### src/rtl/or_operand_fetch_pkg.sv
// Shared constants and types for the OR operand-fetch stage and its register file.
package or_pkg;
  localparam int DATA_W   = 32;
  localparam int ADDR_W   = 5;
  localparam int NUM_REGS = 1 << ADDR_W;

  typedef logic [ADDR_W-1:0] reg_idx_t;
  typedef logic [DATA_W-1:0] word_t;

  localparam reg_idx_t ZERO_REG = '0;
endpackage

### src/rtl/or_operand_fetch_regfile.sv
// Register file: two asynchronous read ports, one synchronous write port, async clear.
// Register 0 is hard-wired to zero on read and ignores writes.
module or_regfile #(
  parameter int DATA_W   = or_pkg::DATA_W,
  parameter int ADDR_W   = or_pkg::ADDR_W,
  parameter int NUM_REGS = or_pkg::NUM_REGS
) (
  input  logic              clk,
  input  logic              rst_n,
  input  logic [ADDR_W-1:0] raddr_a,
  output logic [DATA_W-1:0] rdata_a,
  input  logic [ADDR_W-1:0] raddr_b,
  output logic [DATA_W-1:0] rdata_b,
  input  logic              we,
  input  logic [ADDR_W-1:0] waddr,
  input  logic [DATA_W-1:0] wdata
);
  logic [DATA_W-1:0] regs [NUM_REGS];

  always_ff @(posedge clk or negedge rst_n) begin
    if (!rst_n) begin
      for (int i = 0; i < NUM_REGS; i++) regs[i] <= '0;
    end else if (we && waddr != '0) begin
      regs[waddr] <= wdata;
    end
  end

  assign rdata_a = (raddr_a == '0) ? '0 : regs[raddr_a];
  assign rdata_b = (raddr_b == '0) ? '0 : regs[raddr_b];
endmodule

### src/rtl/or_operand_fetch.sv
// Operand-fetch stage for the OR unit: register file read, busy scoreboard, one-entry output register.
// Optional same-cycle write-back forwarding is enabled by defining OR_OPERAND_FETCH_BYPASS_EN.
module or_operand_fetch #(
  parameter int DATA_W   = or_pkg::DATA_W,
  parameter int ADDR_W   = or_pkg::ADDR_W,
  parameter int NUM_REGS = or_pkg::NUM_REGS
) (
  input  logic                clk,
  input  logic                rst_n,
  input  logic                iss_valid,
  output logic                iss_ready,
  input  logic [ADDR_W-1:0]   iss_rs,
  input  logic [ADDR_W-1:0]   iss_rt,
  input  logic [ADDR_W-1:0]   iss_rd,
  output logic                op_valid,
  input  logic                op_ready,
  output logic [DATA_W-1:0]   op_rs,
  output logic [DATA_W-1:0]   op_rt,
  output logic [ADDR_W-1:0]   op_rd,
  input  logic                wb_en,
  input  logic [ADDR_W-1:0]   wb_addr,
  input  logic [DATA_W-1:0]   wb_data,
  output logic [NUM_REGS-1:0] busy_vec
);
  // Handshake: a transfer happens on any rising edge where valid && ready; ready never
  // looks at valid, and the producer holds its payload stable while valid && !ready.

  logic [NUM_REGS-1:0] busy_q;
  logic [NUM_REGS-1:0] busy_eff;
  logic [NUM_REGS-1:0] busy_n;
  logic [DATA_W-1:0]   rf_rs;
  logic [DATA_W-1:0]   rf_rt;
  logic [DATA_W-1:0]   rs_val;
  logic [DATA_W-1:0]   rt_val;
  logic                hazard;
  logic                accept;

  or_regfile #(
    .DATA_W  (DATA_W),
    .ADDR_W  (ADDR_W),
    .NUM_REGS(NUM_REGS)
  ) u_regfile (
    .clk    (clk),
    .rst_n  (rst_n),
    .raddr_a(iss_rs),
    .rdata_a(rf_rs),
    .raddr_b(iss_rt),
    .rdata_b(rf_rt),
    .we     (wb_en),
    .waddr  (wb_addr),
    .wdata  (wb_data)
  );

  // Busy view used for the hazard check; with forwarding, a same-cycle write-back retires its tag.
  always_comb begin
    busy_eff = busy_q;
`ifdef OR_OPERAND_FETCH_BYPASS_EN
    if (wb_en) busy_eff[wb_addr] = 1'b0;
`endif
  end

  always_comb begin
    rs_val = rf_rs;
    rt_val = rf_rt;
`ifdef OR_OPERAND_FETCH_BYPASS_EN
    if (wb_en && wb_addr != or_pkg::ZERO_REG && wb_addr == iss_rs) rs_val = wb_data;
    if (wb_en && wb_addr != or_pkg::ZERO_REG && wb_addr == iss_rt) rt_val = wb_data;
`endif
  end

  assign hazard    = busy_eff[iss_rs] | busy_eff[iss_rt] | busy_eff[iss_rd];
  assign iss_ready = !hazard && (!op_valid || op_ready);
  assign accept    = iss_valid && iss_ready;
  assign busy_vec  = busy_q;

  // A new issue claiming a register wins over a write-back retiring the same register.
  always_comb begin
    busy_n = busy_q;
    if (wb_en) busy_n[wb_addr] = 1'b0;
    if (accept) busy_n[iss_rd] = 1'b1;
    busy_n[0] = 1'b0;
  end

  always_ff @(posedge clk or negedge rst_n) begin
    if (!rst_n) begin
      busy_q   <= '0;
      op_valid <= 1'b0;
      op_rs    <= '0;
      op_rt    <= '0;
      op_rd    <= '0;
    end else begin
      busy_q <= busy_n;
      if (accept) begin
        op_valid <= 1'b1;
        op_rs    <= rs_val;
        op_rt    <= rt_val;
        op_rd    <= iss_rd;
      end else if (op_ready) begin
        op_valid <= 1'b0;
      end
    end
  end
endmodule
### config.mk
export PLATFORM = sky130hd
export DESIGN_NAME = or_operand_fetch
export DESIGN_NICKNAME = d
export VERILOG_FILES = /design/src/rtl/or_operand_fetch_pkg.sv /design/src/rtl/or_operand_fetch_regfile.sv /design/src/rtl/or_operand_fetch.sv
export SDC_FILE = /design/constraint.sdc
export NUM_CORES = 2
export LEC_CHECK = 0
export CAP_MARGIN = 30
export CORE_ASPECT_RATIO = 0.75
export CORE_MARGIN = 8
export CORE_UTILIZATION = 45
export CTS_CLUSTER_DIAMETER = 100
export DETAILED_ROUTE_END_ITERATION = 8
export PLACE_DENSITY = 0.65
export SETUP_SLACK_MARGIN = 0.5
export SYNTH_ARGS = -nofsm -noshare
export SYNTH_HDL_FRONTEND = slang
export SYNTH_SLANG_ARGS = --single-unit
### constraint.sdc
create_clock -name clk -period 6.7 [get_ports clk]
set_input_delay 1.34 -clock clk [delete_from_list [all_inputs] [get_ports clk]]
set_output_delay 1.34 -clock clk [all_outputs]
set_load 0.01 [all_outputs]
Word-level counts from Yosys, hierarchy flattened

Index checks and enable logic that the tools add are counted.

Bits in registers: 1125
Output and inout port bits: 103
Bits of input ports: 57

Mux-type cells: 25
Reduce and logical (&&, ||, !) cells: 13
Bitwise operators: 8
Order comparisons: 10

Operator list:

| cell                 | number |
|---|---|
| $bwmux W1024         | 1 |
| $bmux W32 S5         | 2 |
| $mux W32             | 9 |
| $demux W32 S5        | 1 |
| $and A32 B32 Y32     | 1 |
| $not A32 Y32         | 1 |
| $or A32 B32 Y32      | 1 |
| $lt A5 B6 Y1 const B | 4 |
| $ge A6 B6 Y1 const B | 3 |
| $not A5 Y6           | 3 |
| $bmux W1 S5          | 3 |
| $demux W1 S5         | 2 |
| $ge A5 B1 Y1 const B | 2 |
| $logic_not A5 Y1     | 2 |
| $mux W1              | 7 |
| $logic_and A1 B1 Y1  | 6 |
| $lt A6 B1 Y1 const B | 1 |
| $reduce_bool A5 Y1   | 1 |
| $logic_not A1 Y1     | 2 |
| $or A1 B1 Y1         | 2 |
| $reduce_bool A2 Y1   | 1 |
| $logic_or A1 B1 Y1   | 1 |

Logic depth before layout (Yosys ltp)

Word-level depth: 9
Mapped depth: 11
Mapped depth without buffers: 6

Cells and area by module

Synthesis repeated with hierarchy kept, for this count alone.

Cells, all modules: 3922
Area total of the unflattened synthesis: 58956.5 sq um

By module, submodules not included:

| module           | sequential area each (sq um) | times used | cells each | area an instance (sq um) |
|---|---|---|---|---|
| or_regfile       | 25624.6                      | 1          | 3539       | 54024.3 |
| or_operand_fetch | 2527.4                       | 1          | 383        | 4932.2 |

Least setup slack after synthesis

No wires, ideal clock.

Kind: input to output
Start point: input iss_rs[0]
End point: output iss_ready
Data arrival time: 2714 ps
Buffers on the path: 2
Slack: 2646 ps
Data required time: 5360 ps
Cell stages on the path: 7
Cell sequence: buf_2 -> buf_6 -> mux4_2 -> a32oi_1 -> o211ai_1 -> nor2_1 -> and3_1

Word-level cells in the longest chain between the ends: 6

RTL lines:

| what                          | RTL line               | RTL |
|---|---|---|
| start, declared               | or_operand_fetch.sv:12 | `input logic [ADDR_W-1:0] iss_rs,` |
| $bmux W1 S5                   | or_operand_fetch.sv:71 | `assign hazard = busy_eff[iss_rs] \| busy_eff[iss_rt] \| busy_eff[iss_rd];` |
| $mux W1 (implied by the code) | or_operand_fetch.sv:71 |  |
| $or A1 B1 Y1 (2 in series)    | or_operand_fetch.sv:71 |  |
| $logic_not A1 Y1              | or_operand_fetch.sv:72 | `assign iss_ready = !hazard && (!op_valid \|\| op_ready);` |
| $logic_and A1 B1 Y1           | or_operand_fetch.sv:72 |  |
| end, declared                 | or_operand_fetch.sv:11 | `output logic iss_ready,` |

Every way passes these cells. The select of a mux whose other input is x is not followed.

Worst setup path in the final report

Start point: input iss_rd[1]
End point: output iss_ready

Word-level cells in the longest chain between the ends: 5

RTL lines:

| what                          | RTL line               | RTL |
|---|---|---|
| start, declared               | or_operand_fetch.sv:14 | `input logic [ADDR_W-1:0] iss_rd,` |
| $bmux W1 S5                   | or_operand_fetch.sv:71 |  |
| $mux W1 (implied by the code) | or_operand_fetch.sv:71 |  |
| $or A1 B1 Y1                  | or_operand_fetch.sv:71 |  |
| $logic_not A1 Y1              | or_operand_fetch.sv:72 |  |
| $logic_and A1 B1 Y1           | or_operand_fetch.sv:72 |  |

Every way passes these cells. The select of a mux whose other input is x is not followed.

==> summary.txt <==
Vias in the first global route = 36,800
Hold path cells = 0
Number of synthesized flops with an enable pin = 0
Max-slew violation total from the final report = 0
Clock transition time at the flip-flop clock pins of the worst setup and hold paths = 60 ps
Pin count of the biggest net entering global routing = 168
Via total after detailed routing = 35,400
Drt drc = 0
Buffers inserted during post-CTS setup optimization = 0
Highest Clock Rate = 176 MHz
Chip height = 330 um
Worst Setup Start Kind = primary input
Critical path buffer and inverter count = 3
Number of DRC violations after detailed-routing iteration 0 = 3,303
Maximum root-to-sink buffer count = 3
Most numerous cell on the critical path = sky130_fd_sc_hd__clkdlybuf4s50_1
Fraction of layout cells with a size suffix above 1 = 55.0%
H-tree depth reported by CTS = 3
Worst-case register-to-register setup slack = 3770 ps
Post-Route Skew = 19.1 ps
Buffers on Ports = 158
Number of gates given a new drive strength after cts = 0
Number of max-cap violations = 0
Worst reg2reg path depth = 7
Fin worst setup slack = 1020 ps
Core area = 0.131 mm2
Ys flop type = sky130_fd_sc_hd__dfrtp_1
Detailed Routing Iterations Pass 1 = 7
Final setup vio count = 0
CTS tree = built
Number of nets with antenna violations after detailed routing = 0
Drt total wl = 172,000 um
Run status = finished, final reports clean
Number of sinks handled by clock tree synthesis = 1,125
Cell chosen for the clock root = sky130_fd_sc_hd__clkbuf_16
Post-cts hold buffer count = 0
Final Hold Viols = 0
Multi-input gate area = 0.0293 mm2
Reg-to-reg critical path startpoint = busy_vec[10]$_DFF_PN0_
Final cycle utilization of the critical path = 84.8%
Setup slack after placement = 1070 ps
Maximum fanout along the worst path = 14
IO Count = 160
Slowest CP cell = sky130_fd_sc_hd__clkdlybuf4s50_1
Post-detail-place hpwl = 96,900 um
Cell internal pwr = 15.2 mW
Area growth from synthesis to final layout = 12.7%
Gate power share = 23.5%
Tot GR Track Use = 23.9%
Arrival time at the worst endpoint = 4340 ps
Total die area = 0.144 mm2
Fraction of registers with async set/reset = 100%
Placer congestion estimate = 0.808
Cells after synthesis = 3,745
Flip-flop and latch count after synthesis = 1,125
Delay of the slowest cell on the worst path = 1000 ps
Minimum hold slack = 394 ps
Start-to-end type of the worst setup path = in -> out
Number of antenna violations at the first check in global routing = 4
Post-synthesis cell area = 0.0592 mm2
Synth cell types = 44
WHS Endpoint = u_regfile.regs[1004]$_DFFE_PN0P_
Slew Limit Headroom = 27.8%
Floorplan row count = 115
Clk network pwr share = 31.9%
Mean instance size in the synthesized netlist = 15.8 um2
Switching part of the total = 27.2%
Pwr per Cell Area = 312 mW/mm2
Routed vias/inst = 6.37
HP Start = u_regfile.regs[1004]$_DFFE_PN0P_
CP Data Required Time = 5360 ps
Sequential cell fraction of total power = 44.6%
Count of fill cells added during filler insertion = 10,900
Placed instance area = 0.0627 mm2
Standby leakage power = 28.5 nW
Nets in the synthesized netlist = 3,802
Path type of the worst min-delay path = reg -> reg
Initial cell density of the core = 45.2%
First-pass GRT wire length = 260,000 um
Power spent charging and discharging nets = 5.67 mW
Power Total = 20.8 mW
Cts bufs inserted = 115
Sequential fraction of the synthesis area = 47.5%
Average wire per standard cell = 30.9 um
Peak VDD IR = 0.215 mV
Sequential cell area in the final layout = 0.0282 mm2
Finished layout cell area = 0.0667 mm2
RSZ-0062 raised after global routing = false
Cell class contributing the biggest share of worst-path delay = buffers and inverters
Sum of overflow across all layers after global routing = 0
CP cell instances = clkdlybuf4s50_1, buf_4, nor2b_1, a22oi_1, o41ai_1, and4bb_1, and3_1, clkdlybuf4s50_1
Horizontal die dimension = 435 um
Endpoint of the worst register-to-register path = op_rt[15]$_DFFE_PN0P_
Kind of end point of the critical path = output pin
Warning count from the yosys run = 0
Transition time of the tightest slew-check pin = 1080 ps
Time the worst path needs with I/O delays and setup = 5680 ps
Number of nets in the layout = 3,763
Final-layout setup total negative slack = 0 ps
Clock latency of the later-clocked register in the worst-skew pair = 730 ps
==> cells by family (layout without fill, tap and decap cells) <==
logic type      count (synthesis)  count (layout)  share of synthesized area [%]
compound gates                176             176                           1.86
flops                        1125            1125                           47.5
other cells                     1               3                        0.00633
mux                          1761            1761                           45.5
simple gates                  213             213                           1.67
buf+inv                       469             525                           3.42
==> Yosys cell counts (21+ instances only) <==
cell type                  count  area, um2
sky130_fd_sc_hd__buf_1        70        263
sky130_fd_sc_hd__buf_2        52        260
sky130_fd_sc_hd__buf_6        22        248
sky130_fd_sc_hd__clkbuf_1    265        995
sky130_fd_sc_hd__dfrtp_1    1125      28200
sky130_fd_sc_hd__inv_1        50        188
sky130_fd_sc_hd__mux2_2     1058      11900
sky130_fd_sc_hd__mux2_4       69       1040
sky130_fd_sc_hd__mux2i_1      21        210
sky130_fd_sc_hd__mux4_2      613      13800
sky130_fd_sc_hd__nand2_1     109        409
sky130_fd_sc_hd__nor2_1       35        131
sky130_fd_sc_hd__o21ai_0      92        460
==> area by class of cell <==
cell class / count / share of cell area [%]
flip-flops and latches: 1125 / 42.2
multi-input cells: 2151 / 43.9
well taps: 1755 / 3.29
inverters: 50 / 0.281
repair buffers: 263 / 4.50
diodes: 2 / 0.00750
clock inverters: 38 / 0.589
clock buffers: 174 / 5.25
==> sequential cells by signal, indices dropped and copies added (netlist names) <==
signal,count
op_rs,32
u_regfile.regs,1024
op_valid,1
busy_vec,31
op_rt,32
op_rd,5
==> layout by cell type, fill, tap and decap left out, types with 5 or more instances in the layout <==
master and instances:
sky130_fd_sc_hd__a31oi_1 6, sky130_fd_sc_hd__clkbuf_16 121, sky130_fd_sc_hd__nand2_4 15, sky130_fd_sc_hd__mux2i_1 21, sky130_fd_sc_hd__nor3_1 11, sky130_fd_sc_hd__buf_8 15, sky130_fd_sc_hd__nand3b_1 9, sky130_fd_sc_hd__a22oi_1 20
sky130_fd_sc_hd__nand2b_1 5, sky130_fd_sc_hd__clkbuf_8 34, sky130_fd_sc_hd__nor2b_1 13, sky130_fd_sc_hd__dfrtp_1 1125, sky130_fd_sc_hd__o41ai_2 6, sky130_fd_sc_hd__o21ai_0 92, sky130_fd_sc_hd__buf_12 14, sky130_fd_sc_hd__nor2_4 16
sky130_fd_sc_hd__mux4_2 613, sky130_fd_sc_hd__mux2_4 69, sky130_fd_sc_hd__bufinv_16 6, sky130_fd_sc_hd__nand3_1 9, sky130_fd_sc_hd__o31ai_1 15, sky130_fd_sc_hd__o221ai_1 8, sky130_fd_sc_hd__mux2_2 1058, sky130_fd_sc_hd__nand2_1 94
sky130_fd_sc_hd__clkbuf_1 22, sky130_fd_sc_hd__nor2_1 19, sky130_fd_sc_hd__clkdlybuf4s50_1 147, sky130_fd_sc_hd__clkinvlp_4 6, sky130_fd_sc_hd__buf_4 61, sky130_fd_sc_hd__buf_16 16, sky130_fd_sc_hd__inv_1 50, sky130_fd_sc_hd__clkinv_2 21
sky130_fd_sc_hd__a21oi_1 17
==> routing by layer <==
layer / vias up / global-route usage, % / wire, um
li1: 14400 / - / -
met1: 19600 / 34.9 / 76700
met2: 1235 / 37.3 / 80100
met5: - / 0 / 0
met3: 238 / 4.67 / 11300
met4: 0 / 5.77 / 3950
==> power by group through the flow <==
stage | clock (mW) | combinational [mW] | sequential, mW
2_1_floorplan | 0 | 3.41 | 9.12
3_3_place_gp | 0 | 4.81 | 9.31
3_5_place_dp | 0 | 4.94 | 9.37
4_1_cts | 6.80 | 4.95 | 9.27
5_1_grt | 7.06 | 5.25 | 9.49
6_report | 6.65 | 4.90 | 9.30
==> worst max-delay path by stage <==
stage | to | slack (ps) | start | cells past startpoint
global placement | iss_ready | 1090 | iss_rd[1] | 8
detailed placement | iss_ready | 1070 | iss_rd[1] | 8
floorplan | iss_ready | 2650 | iss_rs[0] | 7
global route | iss_ready | 900 | iss_rd[1] | 8
finish | iss_ready | 1020 | iss_rd[1] | 8
CTS | iss_ready | 1060 | iss_rd[1] | 8
==> worst register-to-register path, delay by kind of cell, from the launching register on <==
kind	cells	cell delay [ps]
simple gates	3	450
compound gates	1	340
buf+inv	1	400
mux	2	1120
flops	1	500
==> through the flow <==
| stage | instances | utilization, % |
|---|---|---|
| after floorplan | 3745 | - |
| after global placement | 5310 | 47.4 |
| after detailed placement | 5336 | 47.9 |
| after CTS | 5548 | 50.8 |
| after global routing | 5558 | 51.0 |
| final | 5558 | 51.0 |
No activity file was read; power rests on OpenSTA's default activity.
